### src/rtl/hash_msg_sequencer.sv
// Front-end for a 32-bit block hash core: packs a byte stream into padded 4-byte blocks,
// runs the core once per block with Merkle-Damgard chaining and hands out the final digest.
module hash_msg_sequencer #(
  parameter logic [31:0] IV0     = 32'h6A09E667,
  parameter int unsigned TIMEOUT = 64
) (
  input  logic        clk,
  input  logic        rst_n,
  input  logic        s_valid,
  output logic        s_ready,
  input  logic [7:0]  s_data,
  input  logic        s_last,
  output logic        h_start,
  output logic [31:0] h_m,
  output logic [31:0] h_iv,
  input  logic [31:0] h_d,
  input  logic        h_done,
  output logic [31:0] digest,
  output logic        digest_valid,
  input  logic        digest_ready,
  output logic        err
);

  localparam int TW = $clog2(TIMEOUT + 1);

  typedef enum logic [2:0] {S_IDLE, S_COLLECT, S_ISSUE, S_WAIT, S_OUT} state_e;

  state_e          state_q, state_d;
  logic [31:0]     buf_q, buf_d;
  logic [1:0]      cnt_q, cnt_d;
  logic            final_q, final_d;
  logic            pad_q, pad_d;
  logic [31:0]     h_m_q, h_m_d;
  logic [31:0]     h_iv_q, h_iv_d;
  logic [31:0]     digest_q, digest_d;
  logic            done_prev_q, done_prev_d;
  logic [TW-1:0]   wait_cnt_q, wait_cnt_d;
  logic            err_q, err_d;
  logic [31:0]     blk_s;
  logic            done_edge_s;
  logic            timeout_s;

  // Byte 0 of a block occupies bits 31:24.
  function automatic logic [31:0] put_byte(input logic [31:0] w, input logic [1:0] idx,
                                           input logic [7:0] b);
    logic [31:0] r;
    r = w;
    case (idx)
      2'd0:    r[31:24] = b;
      2'd1:    r[23:16] = b;
      2'd2:    r[15:8]  = b;
      default: r[7:0]   = b;
    endcase
    return r;
  endfunction

  assign done_edge_s = h_done & ~done_prev_q;
  assign timeout_s   = (wait_cnt_q == TW'(TIMEOUT - 1));

  always_comb begin
    blk_s = put_byte(buf_q, cnt_q, s_data);
    if (s_last) begin
      case (cnt_q)
        2'd0:    blk_s[23:0] = 24'h800000;
        2'd1:    blk_s[15:0] = 16'h8000;
        2'd2:    blk_s[7:0]  = 8'h80;
        default: blk_s       = blk_s;
      endcase
    end else begin
      blk_s = blk_s;
    end
  end

  always_ff @(posedge clk or negedge rst_n) begin
    if (!rst_n) begin
      state_q     <= S_IDLE;
      buf_q       <= 32'h0;
      cnt_q       <= 2'd0;
      final_q     <= 1'b0;
      pad_q       <= 1'b0;
      h_m_q       <= 32'h0;
      h_iv_q      <= IV0;
      digest_q    <= 32'h0;
      done_prev_q <= 1'b0;
      wait_cnt_q  <= '0;
      err_q       <= 1'b0;
    end else begin
      state_q     <= state_d;
      buf_q       <= buf_d;
      cnt_q       <= cnt_d;
      final_q     <= final_d;
      pad_q       <= pad_d;
      h_m_q       <= h_m_d;
      h_iv_q      <= h_iv_d;
      digest_q    <= digest_d;
      done_prev_q <= done_prev_d;
      wait_cnt_q  <= wait_cnt_d;
      err_q       <= err_d;
    end
  end

  always_comb begin
    state_d = state_q;
    case (state_q)
      S_IDLE:    if (s_valid) state_d = S_COLLECT; else state_d = S_IDLE;
      S_COLLECT: if (s_valid && (s_last || cnt_q == 2'd3)) state_d = S_ISSUE;
                 else state_d = S_COLLECT;
      S_ISSUE:   state_d = S_WAIT;
      S_WAIT: begin
        if (done_edge_s) begin
          if (final_q)    state_d = S_OUT;
          else if (pad_q) state_d = S_ISSUE;
          else            state_d = S_COLLECT;
        end else if (timeout_s) begin
          state_d = S_IDLE;
        end else begin
          state_d = S_WAIT;
        end
      end
      S_OUT:     if (digest_ready) state_d = S_IDLE; else state_d = S_OUT;
      default:   state_d = S_IDLE;
    endcase
  end

  // Datapath next-state: block assembly, chaining and the WAIT watchdog.
  always_comb begin
    buf_d       = buf_q;
    cnt_d       = cnt_q;
    final_d     = final_q;
    pad_d       = pad_q;
    h_m_d       = h_m_q;
    h_iv_d      = h_iv_q;
    digest_d    = digest_q;
    done_prev_d = h_done;
    wait_cnt_d  = wait_cnt_q;
    err_d       = err_q;
    case (state_q)
      S_COLLECT: begin
        if (s_valid) begin
          buf_d = blk_s;
          cnt_d = cnt_q + 2'd1;
          if (s_last || cnt_q == 2'd3) begin
            h_m_d = blk_s;
            cnt_d = 2'd0;
            if (s_last && cnt_q == 2'd3) pad_d = 1'b1;
            else if (s_last)             final_d = 1'b1;
            else                         pad_d = pad_q;
          end else begin
            h_m_d = h_m_q;
          end
        end else begin
          buf_d = buf_q;
        end
      end
      S_ISSUE: begin
        cnt_d      = 2'd0;
        wait_cnt_d = '0;
      end
      S_WAIT: begin
        wait_cnt_d = wait_cnt_q + TW'(1);
        if (done_edge_s) begin
          if (final_q) begin
            digest_d = h_d;
          end else begin
            h_iv_d = h_d;
            if (pad_q) begin
              buf_d   = 32'h80000000;
              h_m_d   = 32'h80000000;
              pad_d   = 1'b0;
              final_d = 1'b1;
            end else begin
              pad_d = 1'b0;
            end
          end
        end else if (timeout_s) begin
          // Abandon the message: chaining restarts from IV0 for whatever comes next.
          err_d   = 1'b1;
          h_iv_d  = IV0;
          final_d = 1'b0;
          pad_d   = 1'b0;
          buf_d   = 32'h0;
          cnt_d   = 2'd0;
        end else begin
          err_d = err_q;
        end
      end
      S_OUT: begin
        if (digest_ready) begin
          h_iv_d  = IV0;
          final_d = 1'b0;
        end else begin
          final_d = final_q;
        end
      end
      default: begin
        err_d = err_q;
      end
    endcase
  end

  always_comb begin
    s_ready      = 1'b0;
    h_start      = 1'b0;
    digest_valid = 1'b0;
    case (state_q)
      S_COLLECT: s_ready      = 1'b1;
      S_ISSUE:   h_start      = 1'b1;
      S_OUT:     digest_valid = 1'b1;
      default:   s_ready      = 1'b0;
    endcase
  end

  assign h_m    = h_m_q;
  assign h_iv   = h_iv_q;
  assign digest = digest_q;
  assign err    = err_q;

endmodule

### config.mk
export PLATFORM = sky130hd
export DESIGN_NAME = hash_msg_sequencer
export DESIGN_NICKNAME = d
export VERILOG_FILES = /design/src/rtl/hash_msg_sequencer.sv
export SDC_FILE = /design/constraint.sdc
export NUM_CORES = 1
export LEC_CHECK = 0
export ABC_AREA = 1
export CELL_PAD_IN_SITES_DETAIL_PLACEMENT = 1
export CELL_PAD_IN_SITES_GLOBAL_PLACEMENT = 2
export CORE_UTILIZATION = 31
export CTS_CLUSTER_SIZE = 24
export DETAILED_ROUTE_END_ITERATION = 10
export HOLD_SLACK_MARGIN = 0.02
export PLACE_DENSITY_LB_ADDON = 0.3
export SYNTH_ARGS = -nofsm -noshare
export SYNTH_HDL_FRONTEND = slang
export SYNTH_SLANG_ARGS = --single-unit
export TNS_END_PERCENT = 30
### constraint.sdc
create_clock -name clk -period 3.5 [get_ports clk]
set_input_delay 0.7 -clock clk [delete_from_list [all_inputs] [get_ports clk]]
set_output_delay 0.7 -clock clk [all_outputs]
set_load 0.01 [all_outputs]
* Word-level counts from Yosys, hierarchy flattened
Cells that the tools add are included.
Word-level totals: input bits 46, output and inout bits 100, word-level logic and storage cells 114, register bits after elaboration 144
Operators by class: reductions and logical operators 20, add/subtract/negate cells 2, eq/ne operators 22, bitwise operators 3, mux-type cells 56
Operator list (number):
- $mux 32 | 12
- $pmux 32 s2 | 3
- $mux 8 | 5
- $pmux 8 s2 | 2
- $mux 24 | 1
- $ne 2x2->1 const B | 11
- $mux 1 | 18
- $pmux 3 s5 | 1
- $mux 2 | 7
- $pmux 7 s2 | 1
- $reduce_and 6->1 | 2
- $mux 3 | 3
- $ne 3x3->1 const B | 3
- $reduce_and 4->1 | 2
- $add 7x1->7 const B | 1
- $eq 7x6->1 const B | 1
- $reduce_and 7->1 | 1
- $eq 3x2->1 const B | 2
- $pmux 2 s3 | 1
- $reduce_and 3->1 | 2
- $reduce_bool 2->1 | 3
- $reduce_bool 3->1 | 2
- $reduce_and 5->1 | 1
- $eq 2x2->1 const B | 2
- other kinds (14) | 16

* Longest topological paths before layout
depth after elaboration 8, depth in mapped cells 10, depth with buffers taken out 9

* Worst setup path after synthesis
OpenSTA, ideal clock, no wires.
kind flip-flop to output port, start point reg state_q[2], end point out h_start, cell stages (with the launch flop) 5, required time 2.800 ns, data arrival time 1.103 ns, setup slack 1.697 ns, cells stage by stage dfrtp_1 -> buf_2 -> nor2_2 -> inv_1 -> nor2_1
Between the ends: word-level cells in the longest chain between the ends 2
RTL lines:
- start, declared | RTL line 28 | state_e state_q, state_d;
- start signal, assigned | RTL line 88 | state_q <= state_d;
- $eq 3x2->1 | RTL line 205 | case (state_q)
- $mux 1 | RTL line 205
- end, declared | RTL line 13 | output logic h_start,
No other way between the ends.

* Worst setup path after layout
Ends and elaborated chain as after synthesis.

==> parameters.txt <==
Parameter                              Value

Final layout
  Antenna diode instance count ... 0
  Layout cell share with drive strength beyond 1 ... 7.817%
  Register area ... around 3600 µm²
  Nets@finish ... ~1000
  Multi-input gate area ... between 2000 and 3000 µm²
  Filler Cell Count ... about 2500
  Finished Layout Cells ... around 1300
  Layout Area Growth over Synthesis ... 35.63%

Detailed routing
  Antenna violation net count after detailed routing ... 0
  Drc violations ... 0
  Detailed-route wire length ... 19770 µm
  Per-cell routed wire length ... around 16 µm
  Iteration-0 DRC count of the detailed router ... between 200 and 250
  Total number of vias ... about 6000
  Detailed Routing Iterations Pass 1 ... 4
  Via density ... approximately 4.6

Flow run
  Maximum capacitance violations ... 0

Critical path
  CP startpoint kind ... register
  WS Path Type ... reg2out
  CP required ... between 2000 and 3000 ps
  Biggest fanout along the worst timing path ... 8
  CP Capture Type ... output pin
  Critical path arrival ... 2310 ps

Timing
  Final Hold Viols ... 0
  Setup slack of the critical path after layout ... 493.5 ps
  RSZ-0062 raised after global routing ... false
  Summed negative setup slack over all endpoints ... 0 ps
  Setup-violating endpoint count in the final report ... 0
  Max Transition Viols Final ... 0
  Ratio of final minimum period to clock period ... between 80% and 90%
  Max-Slew Margin vs Limit ... 57.48%
  Worst clock skew ... 8.949 ps
  Timing-limited maximum frequency ... roughly 0.33 GHz
  Measured slew at the worst slew-check pin ... ~640 ps
  Final period demand of the worst path ... roughly 3000 ps

Placed design
  PortBufs ... roughly 150
  Cell total after placement ... between 1000 and 1500
  Routability cong. ... around 0.75
  HPWL after detailed placement ... 13230 µm
  Dpl ws ... just over 700 ps

Clock tree
  Number of resized instances in the post-cts repair step ... 0
  Hold buffer count at cts ... 0
  Clock root buffer ... sky130_fd_sc_hd__clkbuf_16
  Post-CTS setup buffers ... 0
  H-Tree Level Count ... 4
  Clock transition at the register clock pins on the worst setup and hold paths after CTS ... about 60 ps
  TritonCTS clock tree ... yes
  TritonCTS Sinks ... roughly 140
  Clock buffer count from CTS ... 17
  Maximum number of buffers from clock root to sink ... 2
  Skew-Pair Late Insertion Delay ... 420 ps

Synthesis
  Post-synthesis register bit count ... 144
  Number of enable-type register cells in the synthesized netlist ... 0
  Main flop type after synthesis ... sky130_fd_sc_hd__dfrtp_1
  Count of different cell masters after synthesis ... 30
  Post-Synthesis Cell Area ... between 6000 and 7000 µm²
  Fraction of the yosys area taken by sequential cells ... 55.06%
  Cell count after synthesis ... 837
  Syn. warnings ... 0
  Mean Syn Cell Area ... between 7 and 8 µm²
  Net count of the mapped netlist ... 888
  Share of async-settable or async-resettable flops after synthesis ... between 90% and 100%

Die
  Overall die width ... 147.7 µm
  Initial cell density of the core ... approximately 32%
  Row count ... 52
  Core area ... 20490 µm²
  Height of the die ... 147.7 µm
  Die outline area ... around 22000 µm²
  Top-level I/O count ... 146

Power and ir drop
  LEAKAGE ... 4.394 nW
  Pwr/cell area ... 936.2 nW/µm²
  Design Power ... about 8.4 mW
  Worst vdd rail ir drop ... between 0.0003 and 0.0004 V

Outcome
  Run status ... finished clean

Global routing
  Vias in the first global route ... 6133
  Wire length of the first global-routing pass ... ~33000 µm
  GRT Residual Overflow ... 0
  Global-route usage over all layers ... between 15 and 20%
  Initial antenna violation count ... 0
  Maximum number of pins on one net before global-route repair ... 65

Min path
  Type of the worst min-delay path ... in2async
-- cells in the final DEF (no fill, tap or decap), types with 2 or more instances in the layout --
master	Yosys	layout
sky130_fd_sc_hd__nor3_1	3	3
sky130_fd_sc_hd__dfstp_2	16	16
sky130_fd_sc_hd__inv_2	6	6
sky130_fd_sc_hd__ha_1	5	5
sky130_fd_sc_hd__inv_1	43	43
sky130_fd_sc_hd__o21ai_0	30	30
sky130_fd_sc_hd__clkbuf_16	0	17
sky130_fd_sc_hd__o21ai_1	34	34
sky130_fd_sc_hd__dfrtp_1	128	128
sky130_fd_sc_hd__nor2_2	3	3
sky130_fd_sc_hd__nand2_1	401	401
sky130_fd_sc_hd__nand3_4	2	2
sky130_fd_sc_hd__clkinv_4	0	5
sky130_fd_sc_hd__clkdlybuf4s50_1	0	144
sky130_fd_sc_hd__clkinv_2	0	4
sky130_fd_sc_hd__buf_4	3	10
sky130_fd_sc_hd__nor2_4	3	3
sky130_fd_sc_hd__a21oi_1	12	12
sky130_fd_sc_hd__nand3_1	49	49
sky130_fd_sc_hd__bufinv_16	0	5
sky130_fd_sc_hd__a31oi_1	2	2
sky130_fd_sc_hd__nor2_1	49	49
-- area by class of cell --
cell class / instances / area share, %
inverter: 49 / 2.061
multi-input combinational: 604 / 28.90
timing repair buffer: 156 / 17.34
tap: 270 / 3.785
clock buffer: 18 / 4.920
clock inverter: 14 / 2.397
sequential: 144 / 40.59
-- power breakdown --
| part | switching, mW | internal (mW) |
|---|---|---|
| registers | 0.404 | 2.41 |
| clock network | 0.733 | 1.28 |
| logic | 1.99 | 1.53 |
| total | 3.13 | 5.23 |
-- per-stage QoR --
step | util, % | hold WS (ps) | cell area [µm²]
after global placement | 40.37 | 455.6 | 8273
after global routing | 43.55 | 297.6 | 8926
final | 43.55 | 261.6 | 8926
after floorplan | - | 404.4 | 6581
after detailed placement | 40.37 | 459.6 | 8273
after CTS | 43.55 | 282.3 | 8926
-- critical path, stage by stage (launching register included) --
cell,delay (ps)
sky130_fd_sc_hd__dfrtp_1,490
sky130_fd_sc_hd__nor2_2,270
sky130_fd_sc_hd__inv_1,190
sky130_fd_sc_hd__nor2_1,320
sky130_fd_sc_hd__clkdlybuf4s50_1,610
-- synthesized netlist by cell type, types with 2 or more instances --
cell type | n | area [µm²]
sky130_fd_sc_hd__inv_1 | 43 | 161.4
sky130_fd_sc_hd__nor2_1 | 49 | 183.9
sky130_fd_sc_hd__nor3_1 | 3 | 15.01
sky130_fd_sc_hd__dfstp_2 | 16 | 420.4
sky130_fd_sc_hd__clkbuf_1 | 11 | 41.29
sky130_fd_sc_hd__a31oi_1 | 2 | 12.51
sky130_fd_sc_hd__dfrtp_1 | 128 | 3203
sky130_fd_sc_hd__nand3_4 | 2 | 35.03
sky130_fd_sc_hd__inv_2 | 6 | 22.52
sky130_fd_sc_hd__buf_4 | 3 | 22.52
sky130_fd_sc_hd__buf_2 | 26 | 130.1
sky130_fd_sc_hd__nand2_1 | 401 | 1505
sky130_fd_sc_hd__nor2_2 | 3 | 18.77
sky130_fd_sc_hd__o21ai_0 | 30 | 150.1
sky130_fd_sc_hd__nand3_1 | 49 | 245.2
sky130_fd_sc_hd__ha_1 | 5 | 62.56
sky130_fd_sc_hd__a21oi_1 | 12 | 60.06
sky130_fd_sc_hd__nor2_4 | 3 | 33.78
sky130_fd_sc_hd__o21ai_1 | 34 | 170.2
-- kinds of logic (layout without fill, tap and decap cells) --
logic type,Yosys count,after routing,synth area share (%)
AO/OA/AOI/OAI,84,84,6.768
adder cells (fa/ha/maj),5,5,0.9506
flip-flops,144,144,55.06
XOR/XNOR,1,1,0.1331
AND/OR/NAND/NOR,514,514,31.35
buffers and inverters,89,237,5.741
-- flip-flops by register name, indices dropped and copies added (netlist names) --
signal and cells:
digest 32, h_iv 32, pad_q 1, h_m 32, final_q 1, cnt_q 2, state_q 3, err 1
buf_q 32, done_prev_q 1, wait_cnt_q 7
-- routing by layer --
layer	GRT usage [%]	part of all wire [%]	vias to the layer above
met5	0	0	-
met4	5.515	1.2	0
met3	7.593	8.5	21
met2	30.94	45	141
met1	24.15	45	2799
li1	-	-	2872
-- worst paths after layout --
| path | startpoint | endpoint | slack (ps) | depth (start not counted) |
|---|---|---|---|---|
| max | state_q[2] | h_start | 490 | 4 |
| max in group asynchronous | rst_n | h_iv[10] | 2410 | 2 |
| min reg2reg | h_m[29] | h_m[29] | 470 | 2 |
| max reg2reg | state_q[0] | h_iv[20] | 1230 | 7 |
| min | rst_n | h_m[2] | 260 | 1 |
| min in group clk | h_m[29] | h_m[29] | 470 | 2 |
(Power assumes the default switching activity.)
